File: src/rtl/hls_skid_register.sv
// Two-entry skid buffer for a valid/ready pipeline stage. out_data comes straight from
// the main register. in_ready depends only on registered state, flush and reset.
module hls_skid_register #(
  parameter int unsigned      width      = 32,
  parameter logic [width-1:0] init_value = '0
) (
  input  logic             clk,
  input  logic             reset,
  input  logic             flush,
  input  logic             in_valid,
  output logic             in_ready,
  input  logic [width-1:0] in_data,
  output logic             out_valid,
  input  logic             out_ready,
  output logic [width-1:0] out_data
);

  typedef enum logic [1:0] {
    ST_EMPTY = 2'd0,
    ST_ONE   = 2'd1,
    ST_FULL  = 2'd2
  } state_e;

  state_e           state_q, state_d;
  logic [width-1:0] main_q, main_d;
  logic [width-1:0] skid_q, skid_d;
  logic             in_xfer;
  logic             out_xfer;

  // Gating with reset keeps both handshakes low for the whole time reset is asserted.
  assign in_ready  = reset & ~flush & (state_q != ST_FULL);
  assign out_valid = reset & ~flush & (state_q != ST_EMPTY);
  assign out_data  = main_q;

  assign in_xfer  = in_valid & in_ready;
  assign out_xfer = out_valid & out_ready;

  always_comb begin
    // NOTE: every output gets a default first, so no path through this block can infer a latch.
    state_d = state_q;
    main_d  = main_q;
    skid_d  = skid_q;
    unique case (state_q)
      ST_EMPTY: begin
        if (in_xfer) begin
          main_d  = in_data;
          state_d = ST_ONE;
        end
      end
      ST_ONE: begin
        if (in_xfer && out_xfer) begin
          main_d = in_data;
        end else if (in_xfer) begin
          skid_d  = in_data;
          state_d = ST_FULL;
        end else if (out_xfer) begin
          state_d = ST_EMPTY;
        end
      end
      ST_FULL: begin
        if (out_xfer) begin
          main_d  = skid_q;
          state_d = ST_ONE;
        end
      end
      default: state_d = ST_EMPTY;
    endcase
    // A flush already masks both handshakes, so the data registers keep their contents.
    if (flush) state_d = ST_EMPTY;
  end

  // NOTE: sequential state is updated only with non-blocking assignments.
  always_ff @(posedge clk) begin
    if (!reset) begin
      state_q <= ST_EMPTY;
      main_q  <= init_value;
      skid_q  <= '0;
    end else begin
      state_q <= state_d;
      main_q  <= main_d;
      skid_q  <= skid_d;
    end
  end

endmodule
File: config.mk
export PLATFORM = sky130hd
export DESIGN_NAME = hls_skid_register
export DESIGN_NICKNAME = d
export VERILOG_FILES = /design/src/rtl/hls_skid_register.sv
export SDC_FILE = /design/constraint.sdc
export NUM_CORES = 1
export LEC_CHECK = 0
export BUFFER_PORTS_ARGS = -buffer_cell sky130_fd_sc_hd__buf_2
export CORE_MARGIN = 2
export CORE_UTILIZATION = 54
export CTS_CLUSTER_SIZE = 14
export DETAILED_ROUTE_END_ITERATION = 10
export PLACE_DENSITY_LB_ADDON = 0.05
export SYNTH_ARGS = -nofsm -noshare
export SYNTH_HDL_FRONTEND = slang
export SYNTH_SLANG_ARGS = --single-unit
File: constraint.sdc
create_clock -name clk -period 1.7 [get_ports clk]
set_input_delay 0.51 -clock clk [delete_from_list [all_inputs] [get_ports clk]]
set_output_delay 0.51 -clock clk [all_outputs]
set_load 0.02 [all_outputs]
==> report_table.html <==
<table>
<tr><th>Metric</th><th>Value</th></tr>
<tr><th colspan="2">Yosys</th></tr>
<tr><td>Netlist cell types</td><td>28</td></tr>
<tr><td>Synthesized Nets</td><td>355</td></tr>
<tr><td>Number of synthesized flops with an enable pin</td><td>0</td></tr>
<tr><td>Cell with the most instances after synthesis</td><td>sky130_fd_sc_hd__dfxtp_1</td></tr>
<tr><td>Seq cells post-synth</td><td>66</td></tr>
<tr><td>Post-synthesis sequential area ratio</td><td>roughly two fifths</td></tr>
<tr><td>Post-synthesis cell area</td><td>3340 µm²</td></tr>
<tr><td>Most area-consuming cells after synthesis</td><td>sky130_fd_sc_hd__dfxtp_1 40%, sky130_fd_sc_hd__a221oi_2 13%, sky130_fd_sc_hd__a211oi_2 11%, sky130_fd_sc_hd__mux2i_1 9.6%, sky130_fd_sc_hd__a21oi_1 5.1%</td></tr>
<tr><td>Count of warnings emitted by yosys</td><td>0</td></tr>
<tr><td>Fraction of post-synthesis cell area in the top cell type by area</td><td>39.5%</td></tr>
<tr><td>Primary FF master, synth</td><td>sky130_fd_sc_hd__dfxtp_1</td></tr>
<tr><td>Share of synthesized flip-flops with an asynchronous set or reset</td><td>0%</td></tr>
<tr><td>Most common library cells after synthesis</td><td>66 x sky130_fd_sc_hd__dfxtp_1, 34 x sky130_fd_sc_hd__a21oi_1, 32 x sky130_fd_sc_hd__mux2i_1, 32 x sky130_fd_sc_hd__nand3_1, 32 x sky130_fd_sc_hd__o21ai_1</td></tr>
<tr><td>Post-Syn Instances</td><td>318</td></tr>
<tr><td>Synthesized area divided by synthesized cell count</td><td>10.5 µm²</td></tr>
<tr><td>Largest area contributor in the synthesized netlist</td><td>sky130_fd_sc_hd__dfxtp_1</td></tr>
<tr><th colspan="2">Layout</th></tr>
<tr><td>Fraction of layout instances using a drive strength above 1</td><td>47.4%</td></tr>
<tr><td>Area added between synthesis and finish</td><td>24.8%</td></tr>
<tr><td>Share of the core filled with cells in the final layout</td><td>70.1%</td></tr>
<tr><td>Fillcell total</td><td>500</td></tr>
<tr><td>Fin nets</td><td>429</td></tr>
<tr><td>N_diodes</td><td>0</td></tr>
<tr><th colspan="2">CTS</th></tr>
<tr><td>Clock tree from TritonCTS</td><td>done</td></tr>
<tr><td>CTS Buf Count</td><td>9</td></tr>
<tr><td>Number of clock sinks</td><td>66</td></tr>
<tr><td>Clk pin slew, worst setup/hold paths</td><td>0.07 ns</td></tr>
<tr><td>Clk root buf</td><td>sky130_fd_sc_hd__clkbuf_8</td></tr>
<tr><td>Largest buffer count on any clock path</td><td>2</td></tr>
<tr><td>Worst skew pair latency</td><td>0.33 ns</td></tr>
<tr><td>H-Tree Level Count</td><td>3</td></tr>
<tr><th colspan="2">Min path</th></tr>
<tr><td>Hold Crit Class</td><td>input port to register</td></tr>
<tr><td>Number of cells on the worst hold path</td><td>3</td></tr>
<tr><td>WHS Endpoint</td><td>skid_q[6]$_SDFFE_PN0P_</td></tr>
<tr><td>Min-delay src</td><td>in_data[6]</td></tr>
<tr><th colspan="2">Floorplanning</th></tr>
<tr><td>Die extent in x</td><td>82.7 µm</td></tr>
<tr><td>Total I/O pin count</td><td>71</td></tr>
<tr><td>Height of the die</td><td>82.7 µm</td></tr>
<tr><td>Total Die Area</td><td>6840 µm²</td></tr>
<tr><td>Initial Util</td><td>56.2%</td></tr>
<tr><td>Floorplan row count</td><td>28</td></tr>
<tr><td>Core Footprint</td><td>5960 µm²</td></tr>
<tr><th colspan="2">Power</th></tr>
<tr><td>Power dissipated by switching net loads</td><td>just over 1000 µW</td></tr>
<tr><td>Total Power</td><td>approximately 3700 µW</td></tr>
<tr><td>Part of the total power dissipated in combinational logic</td><td>18.0%</td></tr>
<tr><td>Max VDD drop</td><td>between 500 and 600 µV</td></tr>
<tr><td>Switching power share of the total</td><td>27.7%</td></tr>
<tr><td>Power share of the sequential group</td><td>45.1%</td></tr>
<tr><td>Proportion of power drawn by the clock network</td><td>a little under two fifths</td></tr>
<tr><td>Internal Power</td><td>2640 µW</td></tr>
<tr><td>Leakage</td><td>between 0.0015 and 0.002 µW</td></tr>
<tr><td>Pwr Density</td><td>874 nW/µm²</td></tr>
<tr><th colspan="2">Route</th></tr>
<tr><td>Via count</td><td>2870</td></tr>
<tr><td>1st-iter DRT viols</td><td>148</td></tr>
<tr><td>Highest Signal Layer</td><td>met4</td></tr>
<tr><td>Post-DR wirelength/cell</td><td>around 18 µm</td></tr>
<tr><td>Detail Route met3 WL</td><td>500 µm</td></tr>
<tr><td>Number of remaining DRC errors</td><td>0</td></tr>
<tr><td>Via density per instance</td><td>~6.1</td></tr>
<tr><td>Post-Route M1 WL</td><td>3.84 mm</td></tr>
<tr><td>Final ANT Viol Nets</td><td>0</td></tr>
<tr><td>Drt total wl</td><td>8.58 mm</td></tr>
<tr><td>First-pass DRT Iterations</td><td>4</td></tr>
<tr><td>Detail Route met2 WL</td><td>4.19 mm</td></tr>
<tr><th colspan="2">Global route</th></tr>
<tr><td>Aggregate global-route resource usage</td><td>26.2%</td></tr>
<tr><td>Antenna violations before repair</td><td>0</td></tr>
<tr><td>Maximum number of pins on one net before global-route repair</td><td>34</td></tr>
<tr><td>GR Overflow Total</td><td>0</td></tr>
<tr><td>Wire length of the first global-routing pass</td><td>13.6 mm</td></tr>
<tr><td>Number of global-route vias before repair</td><td>2716</td></tr>
<tr><th colspan="2">Critical path</th></tr>
<tr><td>Worst R2R Setup Slack</td><td>about 0.14 ns</td></tr>
<tr><td>Startpoint types</td><td>input port</td></tr>
<tr><td>Reg-to-reg startpoint</td><td>state_q[1]$_SDFFE_PP0P_</td></tr>
<tr><td>Largest driver fanout on the critical path</td><td>5</td></tr>
<tr><td>Endpoint of the worst-slack reg-to-reg timing path</td><td>out_data[0]$_SDFFE_PN0P_</td></tr>
<tr><td>Depth of the worst register-to-register path</td><td>5</td></tr>
<tr><td>CP Class</td><td>input port to primary output</td></tr>
<tr><td>Required time of the critical path</td><td>1.19 ns</td></tr>
<tr><td>Critical path capture point type</td><td>primary output</td></tr>
<tr><td>Data arrival time of the critical path</td><td>1.15 ns</td></tr>
<tr><th colspan="2">STA</th></tr>
<tr><td>Transition time at the pin with the least slew margin</td><td>0.399 ns</td></tr>
<tr><td>Final count of pins violating max slew</td><td>0</td></tr>
<tr><td>Setup violations, final</td><td>0</td></tr>
<tr><td>Largest clock skew in the final design</td><td>0.00510 ns</td></tr>
<tr><td>Fmax</td><td>0.601 GHz</td></tr>
<tr><td>Setup repair after global routing missed its margin</td><td>no</td></tr>
<tr><td>Shortest period the worst path allows</td><td>1.66 ns</td></tr>
<tr><td>Slew Limit Headroom</td><td>73.4%</td></tr>
<tr><td>Number of endpoints with negative hold slack in the final report</td><td>0</td></tr>
<tr><td>Crit share post-route</td><td>97.8%</td></tr>
<tr><th colspan="2">Placement</th></tr>
<tr><td>Final weighted congestion of routability-driven global placement</td><td>0.791</td></tr>
<tr><td>Number of buffers inserted by port buffering</td><td>70</td></tr>
<tr><td>Half-perimeter wire length after placement</td><td>5.45 mm</td></tr>
<tr><th colspan="2">Run</th></tr>
<tr><td>MaxCap Viol Count</td><td>0</td></tr>
<tr><th colspan="2">Status</th></tr>
<tr><td>Status</td><td>finished, final reports clean</td></tr>
</table>
metrics by stage:
step	worst slack [ns]	setup TNS [ns]	hold WS [ns]	area, µm²	std cells
floorplan	0.0528	0	0.458	3350	318
global placement	-0.0454	-0.591	0.464	3920	453
detailed placement	-0.0497	-0.569	0.472	3920	453
CTS	0.000105	0	0.425	4150	470
global route	0.00198	0	0.434	4180	472
finish	0.0371	0	0.435	4180	472
worst max path at each step:
stage	startpoint	endpoint	slack, ns	depth (start not counted)
2_1_floorplan	state_q[0]$_SDFFE_PP0P_	in_ready	0.05	4
4_1_cts	state_q[1]$_SDFFE_PP0P_	in_ready	0.0001	4
6_report	flush	out_valid	0.04	4
3_5_place_dp	flush	out_data[19]$_SDFFE_PN0P_	-0.05	5
3_3_place_gp	reset	out_data[22]$_SDFFE_PN0P_	-0.05	6
5_1_grt	flush	out_valid	0.002	4
final cells by class:
class,count,area (µm²),area share (%)
timing repair buffer,103,696,16.7
inverter,1,3.75,0.0899
clock inverter,4,48.8,1.17
sequential,66,1330,31.8
clock buffer,12,155,3.72
multi-input combinational,211,1850,44.3
tap,75,93.8,2.25
registers in the layout (all words and copies together), names as in the netlist:
name,flops
state_q,2
skid_q,32
out_data,32
power by group through the flow:
stage,Clock (µW),Combinational (µW),Sequential [µW]
finish,1350,658,1650
global route,1450,706,1650
detailed placement,0,650,1680
global placement,0,641,1690
floorplan,0,359,1740
CTS,1370,656,1650
critical path, cell delays in order:
cell and delay (ns):
sky130_fd_sc_hd__buf_2 0.15, sky130_fd_sc_hd__nand2b_1 0.21, sky130_fd_sc_hd__nor2_1 0.12, sky130_fd_sc_hd__buf_2 0.17
layer usage:
layer	vias up	global-route usage (%)
met5	-	0
met4	0	6.89
met3	6	4.02
met2	88	43.8
met1	1394	35.3
li1	1382	-
timing repair:
action | CTS | global route
gates resized for setup | 5 | 4
cloned | 0 | 0
hold buffers | 0 | 0
setup endpoints to repair | 2 | 3
buffers inserted | 1 | 2
layout by cell type (no fill, tap or decap), drive strengths merged, types with 3 or more instances in the layout:
master,instances
a221oi,32
a211oi,32
buf,103
nand3,32
mux2i,32
o21ai,32
nand2b,3
clkbuf,12
dfxtp,66
a21oi,34
cell families (layout without fill, tap and decap cells):
logic type      after synthesis  after routing  share of synthesized area [%]
compound gates              132            132                           36.1
buf+inv                      41            120                           6.47
flops                        66             66                           39.5
mux                          33             33                           10.0
simple gates                 46             46                           7.93
Power figures use the tool's default switching activity.
